## src/rtl/fpalu_stim_seq.sv

```systemverilog
// fpalu_stim_seq: FPALU BIST stimulus sequencer (LFSR operands, ADD then MUL phase) and MISR result compactor.
// Optional golden-signature comparator enabled by defining FPALU_STIM_GOLDEN_EN.
module fpalu_stim_seq #(
  parameter int EXP_W = 6,
  parameter int MAN_W = 22,
  parameter int LFSR_W = 32,
  parameter int N_ADD = 200,
  parameter int N_MUL = 200,
  parameter int PIPE_LAT = 2,
  parameter logic [31:0] SEED_A = 32'h1234_5678,
  parameter logic [31:0] SEED_B = 32'h8765_4321,
  parameter logic [31:0] GOLDEN_SIG = 32'h0
) (
  input  logic clk,
  input  logic rst_n,
  input  logic start,
  input  logic abort,
  output logic [1:0] opcode,
  output logic a_sgn,
  output logic [EXP_W-1:0] a_exp,
  output logic [MAN_W-1:0] a_man_dn,
  output logic b_sgn,
  output logic [EXP_W-1:0] b_exp,
  output logic [MAN_W-1:0] b_man_dn,
  input  logic y_sgn,
  input  logic [EXP_W-1:0] y_exp,
  input  logic [MAN_W-1:0] y_man_dn,
  output logic busy,
  output logic done,
  output logic [31:0] sig,
  output logic pass
);
  localparam logic [LFSR_W-1:0] LPOLY = LFSR_W'(32'h8020_0003);
  localparam logic [31:0] SPOLY = 32'h8020_0003;
  localparam logic [LFSR_W-1:0] SA = (SEED_A == 32'h0) ? LFSR_W'(1) : LFSR_W'(SEED_A);
  localparam logic [LFSR_W-1:0] SB = (SEED_B == 32'h0) ? LFSR_W'(1) : LFSR_W'(SEED_B);
  localparam logic [31:0] LA = 32'(N_ADD - 1);
  localparam logic [31:0] LM = 32'(N_MUL - 1);
  localparam logic [31:0] LD = 32'(PIPE_LAT - 1);
  typedef enum logic [2:0] {IDLE, ADD, MUL, DRAIN, DONE} state_t;
  state_t state, state_n, first;
  logic [LFSR_W-1:0] lfsr_a, lfsr_b;
  logic [31:0] cnt;
  logic [PIPE_LAT-1:0] tag;
  logic go, add, mul, issue, cap;
  function automatic logic [LFSR_W-1:0] lstep(input logic [LFSR_W-1:0] s);
    return (s >> 1) ^ (s[0] ? LPOLY : '0);
  endfunction
  function automatic logic [31:0] sstep(input logic [31:0] s);
    return (s >> 1) ^ (s[0] ? SPOLY : 32'h0);
  endfunction
  assign first = (N_ADD != 0) ? ADD : (N_MUL != 0) ? MUL : DRAIN;
  assign go = start && (state == IDLE || state == DONE);
  assign add = state == ADD;
  assign mul = state == MUL;
  assign issue = add || mul;
  assign cap = tag[PIPE_LAT-1];
  assign busy = issue || state == DRAIN;
  assign done = state == DONE;
  // next state and combinational operand formatting from the current LFSR values
  always_comb begin
    state_n = abort ? IDLE : go ? first
            : (add && cnt == LA) ? ((N_MUL != 0) ? MUL : DRAIN)
            : (mul && cnt == LM) ? DRAIN
            : (state == DRAIN && cnt == LD) ? DONE : state;
    opcode = add ? 2'b11 : mul ? 2'b10 : 2'b00;
    a_sgn = issue & lfsr_a[EXP_W+MAN_W];
    a_exp = issue ? {1'b1, lfsr_a[EXP_W+MAN_W-2:MAN_W]} : '0;
    a_man_dn = add ? {1'b1, lfsr_a[MAN_W-2:0]} : mul ? lfsr_a[MAN_W-1:0] : '0;
    b_sgn = issue & lfsr_b[EXP_W+MAN_W];
    b_exp = issue ? lfsr_b[EXP_W+MAN_W-1:MAN_W] : '0;
    b_man_dn = add ? {1'b1, lfsr_b[MAN_W-2:0]} : mul ? lfsr_b[MAN_W-1:0] : '0;
  end
  // state, phase counter, operand LFSRs, result-valid tag pipe and MISR
  always_ff @(posedge clk or negedge rst_n) begin
    if (!rst_n) begin
      state <= IDLE;
      cnt <= '0;
      lfsr_a <= SA;
      lfsr_b <= SB;
      tag <= '0;
      sig <= '0;
    end else begin
      state <= state_n;
      cnt <= (go || state_n != state) ? '0 : busy ? cnt + 32'd1 : cnt;
      tag <= abort ? '0 : PIPE_LAT'({tag, issue});
      if (!abort && go) begin
        lfsr_a <= SA;
        lfsr_b <= SB;
      end else if (!abort && issue) begin
        lfsr_a <= lstep(lfsr_a);
        lfsr_b <= lstep(lfsr_b);
      end
      if (!abort)
        sig <= go ? '0 : cap ? sstep(sig) ^ 32'({y_sgn, y_exp, y_man_dn}) : sig;
    end
  end
`ifdef FPALU_STIM_GOLDEN_EN
  // registered golden-signature match, valid while done
  always_ff @(posedge clk or negedge rst_n) begin
    if (!rst_n) pass <= 1'b0;
    else pass <= (abort || go) ? 1'b0 : done && sig == GOLDEN_SIG;
  end
`else
  assign pass = 1'b0;
`endif
endmodule

```

## config.mk

```make
export PLATFORM = sky130hd
export DESIGN_NAME = fpalu_stim_seq
export DESIGN_NICKNAME = d
export VERILOG_FILES = /design/src/rtl/fpalu_stim_seq.sv
export SDC_FILE = /design/constraint.sdc
export NUM_CORES = 1
export LEC_CHECK = 0
export ABC_CLOCK_PERIOD_IN_PS = 2300
export CAP_MARGIN = 25
export CORE_ASPECT_RATIO = 0.5
export CORE_MARGIN = 8
export CORE_UTILIZATION = 37
export CTS_BUF_LIST = sky130_fd_sc_hd__clkbuf_4 sky130_fd_sc_hd__clkbuf_8
export CTS_CLUSTER_SIZE = 30
export DETAILED_ROUTE_END_ITERATION = 6
export SLEW_MARGIN = 25
export SYNTH_ARGS = -nofsm -noshare
export SYNTH_HDL_FRONTEND = slang
export SYNTH_SLANG_ARGS = --single-unit
```

## constraint.sdc

```tcl
create_clock -name clk -period 2.3 [get_ports clk]
set_clock_uncertainty 0.15 [all_clocks]
set_input_delay 0.46 -clock clk [delete_from_list [all_inputs] [get_ports clk]]
set_output_delay 0.46 -clock clk [all_outputs]
set_load 0.02 [all_outputs]
```

After elaboration in Yosys (flattened, before gate mapping)
Index checks and enable logic that the tools add are counted.
- $add $sub $neg: 1
- eq/ne operators: 7
- muxes and demuxes: 25
- bitwise operators: 7
- reductions and logical operators: 16
- operator list (operator ; count):
    two-way mux 32 bit ; 11
    bitwise XOR 31 x 32 -> 32 bit ; 3
    two-way mux 22 bit ; 4
    adder 32 x 1 -> 32 bit, second input constant ; 1
    == test 32 x 1 -> 1 bit, second input constant ; 1
    == test 32 x 8 -> 1 bit, second input constant ; 1
    bitwise XOR 32 x 29 -> 32 bit ; 1
    two-way mux 3 bit ; 5
    two-way mux 6 bit ; 2
    == test 3 x 2 -> 1 bit, second input constant ; 2
    logical AND 1 bit ; 6
    two-way mux 2 bit ; 3
    nonzero test 2 bit ; 3
    logical OR 1 bit ; 4
    == test 3 x 1 -> 1 bit, second input constant ; 1
    == test 3 bit, second input constant ; 1
    zero test 3 bit ; 1
    inequality test 3 bit ; 1
    bitwise AND 1 bit ; 2
    AND reduction 2 bit ; 1
    zero test 1 bit ; 1
    inverter 1 bit ; 1
- register bits after elaboration: 133
- bits of input ports: 33
- output and inout port bits: 95
- word-level logic and storage cells: 62

Depth between registers and ports, before layout
Gate-level depths: netlist of run 1.
- word-level depth: 10
- mapped depth: 8
- depth with buffers taken out: 5

Worst setup path before layout of run 1
Ideal clock, no wire load.
- kind: register to register
- start: reg state[0]
- end: reg cnt[26]
- library setup time: 0.139 ns
- arrival time: 1.983 ns
- required time: 2.011 ns
- slack: 0.028 ns
- stages on the path, launching flop included: 7
- buffers on the path: 2
- period minus slack after synthesis: 2.272 ns
- cells stage by stage: dfrtp_1 buf_2 or3b_1 a2111o_1 a211oi_4 buf_6 a211oi_1
- word-level cells in the longest chain between the ends: 10
- elaborated cells between the ends (all ways): 21
- classes of those cells: 5 x eq/ne; 6 x mux; 10 x reduce/logical
- RTL lines (element ; RTL line ; source):
    start: declaration ; 41 ; state_t state, state_n, first;
    start signal: assignment ; 84 ; state <= state_n;
    == test 3 x 2 -> 1 bit ; 58, 65 ;
    logical AND 1 bit ; 65 ; : (state == DRAIN && cnt == LD) ? DONE : state;
    two-way mux 3 bit ; 65 ;
    two-way mux 3 bit ; 64 ; : (mul && cnt == LM) ? DRAIN
    two-way mux 3 bit ; 63 ; : (add && cnt == LA) ? ((N_MUL != 0) ? MUL : DRAIN)
    two-way mux 3 bit (2 in a row) ; 62 ; state_n = abort ? IDLE : go ? first
    inequality test 3 bit ; 85 ; cnt <= (go || state_n != state) ? '0 : busy ? cnt + 32'd1 : cnt;
    logical OR 1 bit ; 85 ;
    two-way mux 32 bit / nonzero test 2 bit (equally long branches) ; - ;
    end signal: assignment ; 85 ;
    end: declaration ; 43 ; logic [31:0] cnt;
Several ways; a longest one is shown, not always the timed one.
A chain may end at the register's enable or synchronous reset.

Worst setup path after layout of run 1
- start: reg state[1]
- end: out b_exp[3]
- word-level cells in the longest chain between the ends: 3
- elaborated cells between the ends (all ways): 4
- classes of those cells: 2 x eq/ne; 1 x mux; 1 x reduce/logical
- RTL lines (element ; RTL line ; source):
    == test 3 x 1 -> 1 bit / == test 3 x 2 -> 1 bit (equally long branches) ; 54, 55 ;
    logical OR 1 bit * ; 56 ; assign issue = add || mul;
    two-way mux 6 bit * ; 71 ; b_exp = issue ? lfsr_b[EXP_W+MAN_W-1:MAN_W] : '0;
    end: declaration ; 23 ; output logic [EXP_W-1:0] b_exp,
Every way passes the cells marked *; elsewhere a longest branch is shown, timed or not.

==> results of run 1 <==
==> cells in the final DEF, fill, tap and decap left out, types with 8 or more instances in the layout <==
cell type	count
nand2_1	146
dfrtp_1	102
buf_4	83
nand3_1	68
clkdlybuf4s50_1	63
buf_6	53
and3_1	49
xnor2_1	37
dfstp_2	26
o31ai_1	25
nor2_1	24
a211oi_1	23
nor3_1	18
clkbuf_8	17
nand4_1	16
o21ai_0	14
or4_1	11
a21oi_1	10
nor4_1	9
buf_12	9
inv_1	8
or3_1	8
and3_4	8
xor2_1	8
==> cell families after synthesis <==
group                    share of synthesized area [%]
AO/OA/AOI/OAI                                     10.2
XOR/XNOR                                          5.93
adder cells (fa/ha/maj)                          0.368
buffers and inverters                             4.95
flip-flops                                        49.5
other                                           0.0552
AND/OR/NAND/NOR                                   29.0
==> critical path, stage by stage (launching register included) <==
cell	delay, ns
dfrtp_2	0.46
xor2_4	0.25
buf_6	0.15
clkbuf_16	0.15
and3_1	0.18
buf_6	0.12
==> stage by stage <==
stage,setup TNS (ns),hold slack (ns),utilization [%]
5_1_grt,-5.45,0.352,51.5
3_3_place_gp,-6.41,0.245,48.3
6_report,-1.09,0.311,51.5
2_1_floorplan,0,0.0144,-
3_5_place_dp,-7.40,0.248,48.3
4_1_cts,-0.519,0.315,49.2
==> per-layer routing <==
layer / global-route usage, % / part of all wire [%] / vias up
met5: 0 / 0 / -
met1: 20.9 / 47 / 2981
met2: 26.9 / 48 / 129
met4: 4.23 / 1.2 / 0
met3: 2.75 / 3.7 / 18
li1: - / - / 2949
==> report_power, final <==
group	internal, mW	total, mW	switching, mW
clock network	0.784	1.82	1.03
logic	0.771	1.57	0.802
registers	2.71	2.99	0.279
total	4.27	6.38	2.11
==> area by class of cell <==
type	count	area [sq um]	area share, %
flip-flops and latches	133	3370	36.0
multi-input cells	533	3200	34.2
repair buffers	215	2100	22.4
well taps	240	300	3.21
clock buffers	18	241	2.58
clock inverters	14	116	1.24
inverters	10	37.5	0.401
==> timing repair <==
| item | 4_1_cts | 5_1_grt |
|---|---|---|
| gates cloned | 1 | 2 |
| setup buffers | 3 | 8 |
| hold buffers | 1 | 0 |
| setup endpoints to repair | 87 | 84 |
| pin swaps | 2 | 8 |
| endpoints found under the hold margin | 29 | 0 |
| resized for setup | 260 | 121 |
==> worst max-delay path by stage <==
stage                  start      endpoint  slack, ns  cells past startpoint
global placement       abort        cnt[1]      -0.24                      6
global route        state[1]  a_man_dn[11]      -0.11                      5
detailed placement     abort        cnt[6]      -0.28                      6
floorplan           state[0]       cnt[26]       0.03                      6
finish              state[1]      b_exp[3]      -0.05                      5
CTS                 state[0]   a_man_dn[0]       -0.1                      4
==> state kept, by name, indices dropped and copies added, names as in the netlist <==
| register | flops |
|---|---|
| cnt | 32 |
| lfsr_a | 32 |
| lfsr_b | 32 |
| sig | 32 |
| state | 3 |
| tag | 2 |
==> reports/results.ini, run 1 <==
[outcome]
outcome=finished, violations left
violations=negative setup slack

[cells_and_area]
fillers=1654
area_growth_pct=37.9
design_area_sq_um=9370
final_nets=945
fin_cells=1163
diodes=0
drive_gt1_share_pct=26.9

[floorplanning]
ioPinCount=128
die_area_sq_um=23200
initial_core_util_pct=37.4
fp.coreArea_sq_um=18200
die_w_um=208
rows=35
fp.dieH_um=112

[synth]
ys_async_sr_fraction_pct=100
yosysMostFrequentCell=nand2_1
synth_top_cell_by_area=dfrtp_1
syn_area_sq_um=6790
netlist.area_leader.share_pct=39.4
yosysSeqAreaShare_pct=49.5
syn_nets=771
ys_seq_elements=133
synth-main-ff-cell=dfrtp_1
ys_warn_count=0
synth-edff-count=0
avgSynthCellArea_sq_um=9.23
synth.top_cells.by_count=148 x nand2_1, 107 x dfrtp_1, 69 x nand3_1, 57 x and3_1, 42 x clkbuf_1
postSynthCellCount=736
synth.area.top_cells=dfrtp_1 39%, dfstp_2 10%, nand2_1 8.2%
synth.distinct_cells=55

[detailed_routing]
drc=0
detail_route.iter0.violations=375
num_vias=6077
wl_per_cell_um=16.5
viasPerCell=5.23
wl_um=19200
dr.pass1.iters=6
final_antenna_net_count=0

[worst_setup_path]
r2r_slack_ns=-0.02
r2r_end=cnt[27]
arrival_ns=1.74
required_ns=1.69
cp_max_fo=10
endpoint_kind=output port
rr_startpoint=state[0]
r2r_cells=7
crit_type=flop to output port
start_kind=flop

[placement]
gp_congestion=0.766
portBuffers=126
post-dp-hpwl_um=13100
dp.cells=1117
dpl_cell_area_sq_um=8780
dp_worst_setup_slack_ns=-0.279

[sta]
hold_violations=0
finalMaxSlewViolations=0
fin_ws_ns=-0.0480
max_freq_ghz=0.426
setup_violations=50
period_minus_slack_ns=2.35
rsz0062_at_grt=yes
fin_crit_sh_pct=102

[min_path]
hold_path_class=flop to flop
min_from=tag[0]
hold_depth=1
holdPathEnd=tag[1]

[global_route]
overflow=0
grt_start_max_net_pins=51
grt_pass1_wl_um=31000
track_usage_pct=15.9
antenna_found_initial=0
grt_pass1_vias=5867

[pwr]
power_density_nw_per_um2=681
peakVddDrop_mv=0.447
power.leakage_nw=4.28
totalPowerFinal_mw=6.38

[job]
maxCapViolations=0

[clock_tree]
cts_buffers=17
cts_buffer_depth=2
htreeDepth=4
clock_latency_ns=0.45
cts_tree=done
clock-sinks=133
cts-root-buf=clkbuf_8
clk_pin_slew_worst_paths_ns=0.08

Power figures use the tool's default switching activity.
==> run 2: changes to the inputs <==
CORE_MARGIN = 2   (was 8)
==> run 2 against run 1 <==
  * The flow still finishes with violations (negative setup slack)
  * Count of clock-buffer cells in the layout increased by 2
  * Routed wire length decreased by 1.4%
  * Final area increased by 1.5%
  * Hold slack got worse by 0.076 ns
  * Core utilization increased by 2.3 points
  * Register-to-register slack improved by 0.03 ns
  * Die area decreased by 16%
  * Via count increased by 0.36%
  * Critical path type unchanged
  * Critical endpoint is now a_man_dn[0]
==> reports/results.ini, run 2 (synthesis gave the netlist of run 1 again) <==
[sta]
setup_violations=42
fin_ws_ns=-0.0437
relSlewSlack_pct=66.5
worst_pin_slew_ns=0.503
fin_crit_sh_pct=102
finalMaxSlewViolations=0
max_freq_ghz=0.427
hold_violations=0
fin_tns_setup_ns=-0.793
rsz0062_at_grt=yes
period_minus_slack_ns=2.34

[global_route]
grt_pass1_wl_um=29800
grt_start_max_net_pins=86
antenna_found_initial=0
grt_pass1_vias=5835
overflow=0
track_usage_pct=19.0

[floorplanning]
die_w_um=196
rows=34
die_area_sq_um=19500
fp.coreArea_sq_um=17700
fp.dieH_um=99.8
ioPinCount=128
initial_core_util_pct=38.5

[detailed_routing]
final_antenna_net_count=0
wl_um=18900
viasPerCell=5.29
dr.pass1.iters=5
wl_per_cell_um=16.4
drc=0
num_vias=6099
detail_route.iter0.violations=400

[cells_and_area]
drive_gt1_share_pct=28.3
regArea_sq_um=3360
area_growth_pct=39.9
diodes=0
multi_input_area_sq_um=3300
fin_cells=1152
layout_commonest_cell=nand2_1
final_util_pct=53.8
final_nets=940
layout.cells.most_common_list=146 x nand2_1, 104 x dfrtp_1, 73 x buf_4, 68 x nand3_1, 63 x clkdlybuf4s50_1
design_area_sq_um=9500
fillers=1607

[pwr]
power.leakage_nw=4.28
peakVddDrop_mv=0.395
power_density_nw_per_um2=700
totalPowerFinal_mw=6.65

[placement]
dp.cells=1106
portBuffers=126
post-dp-hpwl_um=12100
gp_congestion=0.746
dpl_cell_area_sq_um=8730

[worst_setup_path]
arrival_ns=1.73
endpoint_kind=output port
crit_type=flop to output port
required_ns=1.69
cp_max_fo=19
start_kind=flop

[min_path]
hold_path_class=input pin to async pin

[clock_tree]
clock_latency_ns=0.45
cts_buffers=17
cts_tree=done
clk_pin_slew_worst_paths_ns=0.08
clock-sinks=133
cts_buffer_depth=2
cts-root-buf=clkbuf_8
htreeDepth=4

[outcome]
violations=negative setup slack
outcome=finished, violations left

[job]
maxCapViolations=0

## run 2: cell count changes in the layout (fill, tap and decap cells not counted), moves of 2 or more
| cell | delta |
|---|---|
| and3_1 | -18 |
| buf_4 | -10 |
| bufinv_16 | +3 |
| clkbuf_16 | +3 |
| dfrtp_1 | +2 |
| inv_6 | -5 |
| and3_4 | +18 |
| buf_6 | -9 |
| buf_2 | +8 |
| dfrtp_2 | -2 |
| clkinv_2 | +2 |
## run 2: what timing repair did
| action | CTS | global route |
|---|---|---|
| endpoints found under the setup margin | 91 | 91 |
| pin swaps | 2 | 7 |
| setup buffers | 1 | 3 |
| gates cloned | 1 | 8 |
| hold endpoints to repair | 43 | 0 |
| gates resized for setup | 280 | 98 |
| hold buffers | 1 | 0 |
## run 2: power by group
part / total (mW) / internal, mW / switching, mW / leakage (nW)
Combinational: 1.57 / 0.778 / 0.789 / 2.37
Sequential: 3.00 / 2.71 / 0.288 / 1.71
Clock: 2.09 / 1.12 / 0.963 / 0.206
## run 2: path summary, 6_finish.rpt
| kind | startpoint | end | slack, ns | cells after the start |
|---|---|---|---|---|
| max reg2reg | state[0] | cnt[13] | 0.01 | 7 |
| max in group asynchronous | rst_n | cnt[0] | 1.04 | 3 |
| min reg2reg | lfsr_a[30] | lfsr_a[29] | 0.31 | 2 |
| min in group clk | lfsr_a[30] | lfsr_a[29] | 0.31 | 2 |
| max | state[0] | a_man_dn[0] | -0.04 | 5 |
| min | rst_n | lfsr_b[15] | 0.23 | 2 |
## run 2: per-layer routing
| metal | GRT usage, % | vias up | part of all wire (%) | routed length [um] |
|---|---|---|---|---|
| met4 | 5.93 | 0 | 1.4 | 258 |
| met3 | 4.27 | 22 | 3.9 | 734 |
| li1 | - | 2940 | - | - |
| met2 | 29.9 | 106 | 47 | 8860 |
| met1 | 26.3 | 3031 | 48 | 9040 |
| met5 | 0 | - | 0 | 0 |
## run 2: critical path, cell delays in order, from the launching register on
cell and delay [ns]:
dfrtp_2 0.45, xor2_4 0.20, buf_12 0.14, buf_12 0.14
and3_1 0.19, buf_4 0.16
## run 2: final cells by class
class / instances / share of cell area (%)
Inverter: 10 / 0.395
Multi-Input combinational cell: 533 / 34.7
Clock inverter: 12 / 1.62
Clock buffer: 20 / 2.76
Tap cell: 234 / 3.08
Timing Repair Buffer: 210 / 22.0
Sequential cell: 133 / 35.4
## run 2: through the flow
step,setup WS (ns),hold slack (ns)
floorplan,0.0283,0.0144
global placement,-0.266,0.133
detailed placement,-0.272,0.133
CTS,-0.0812,0.209
global route,-0.129,0.220
finish,-0.0437,0.235
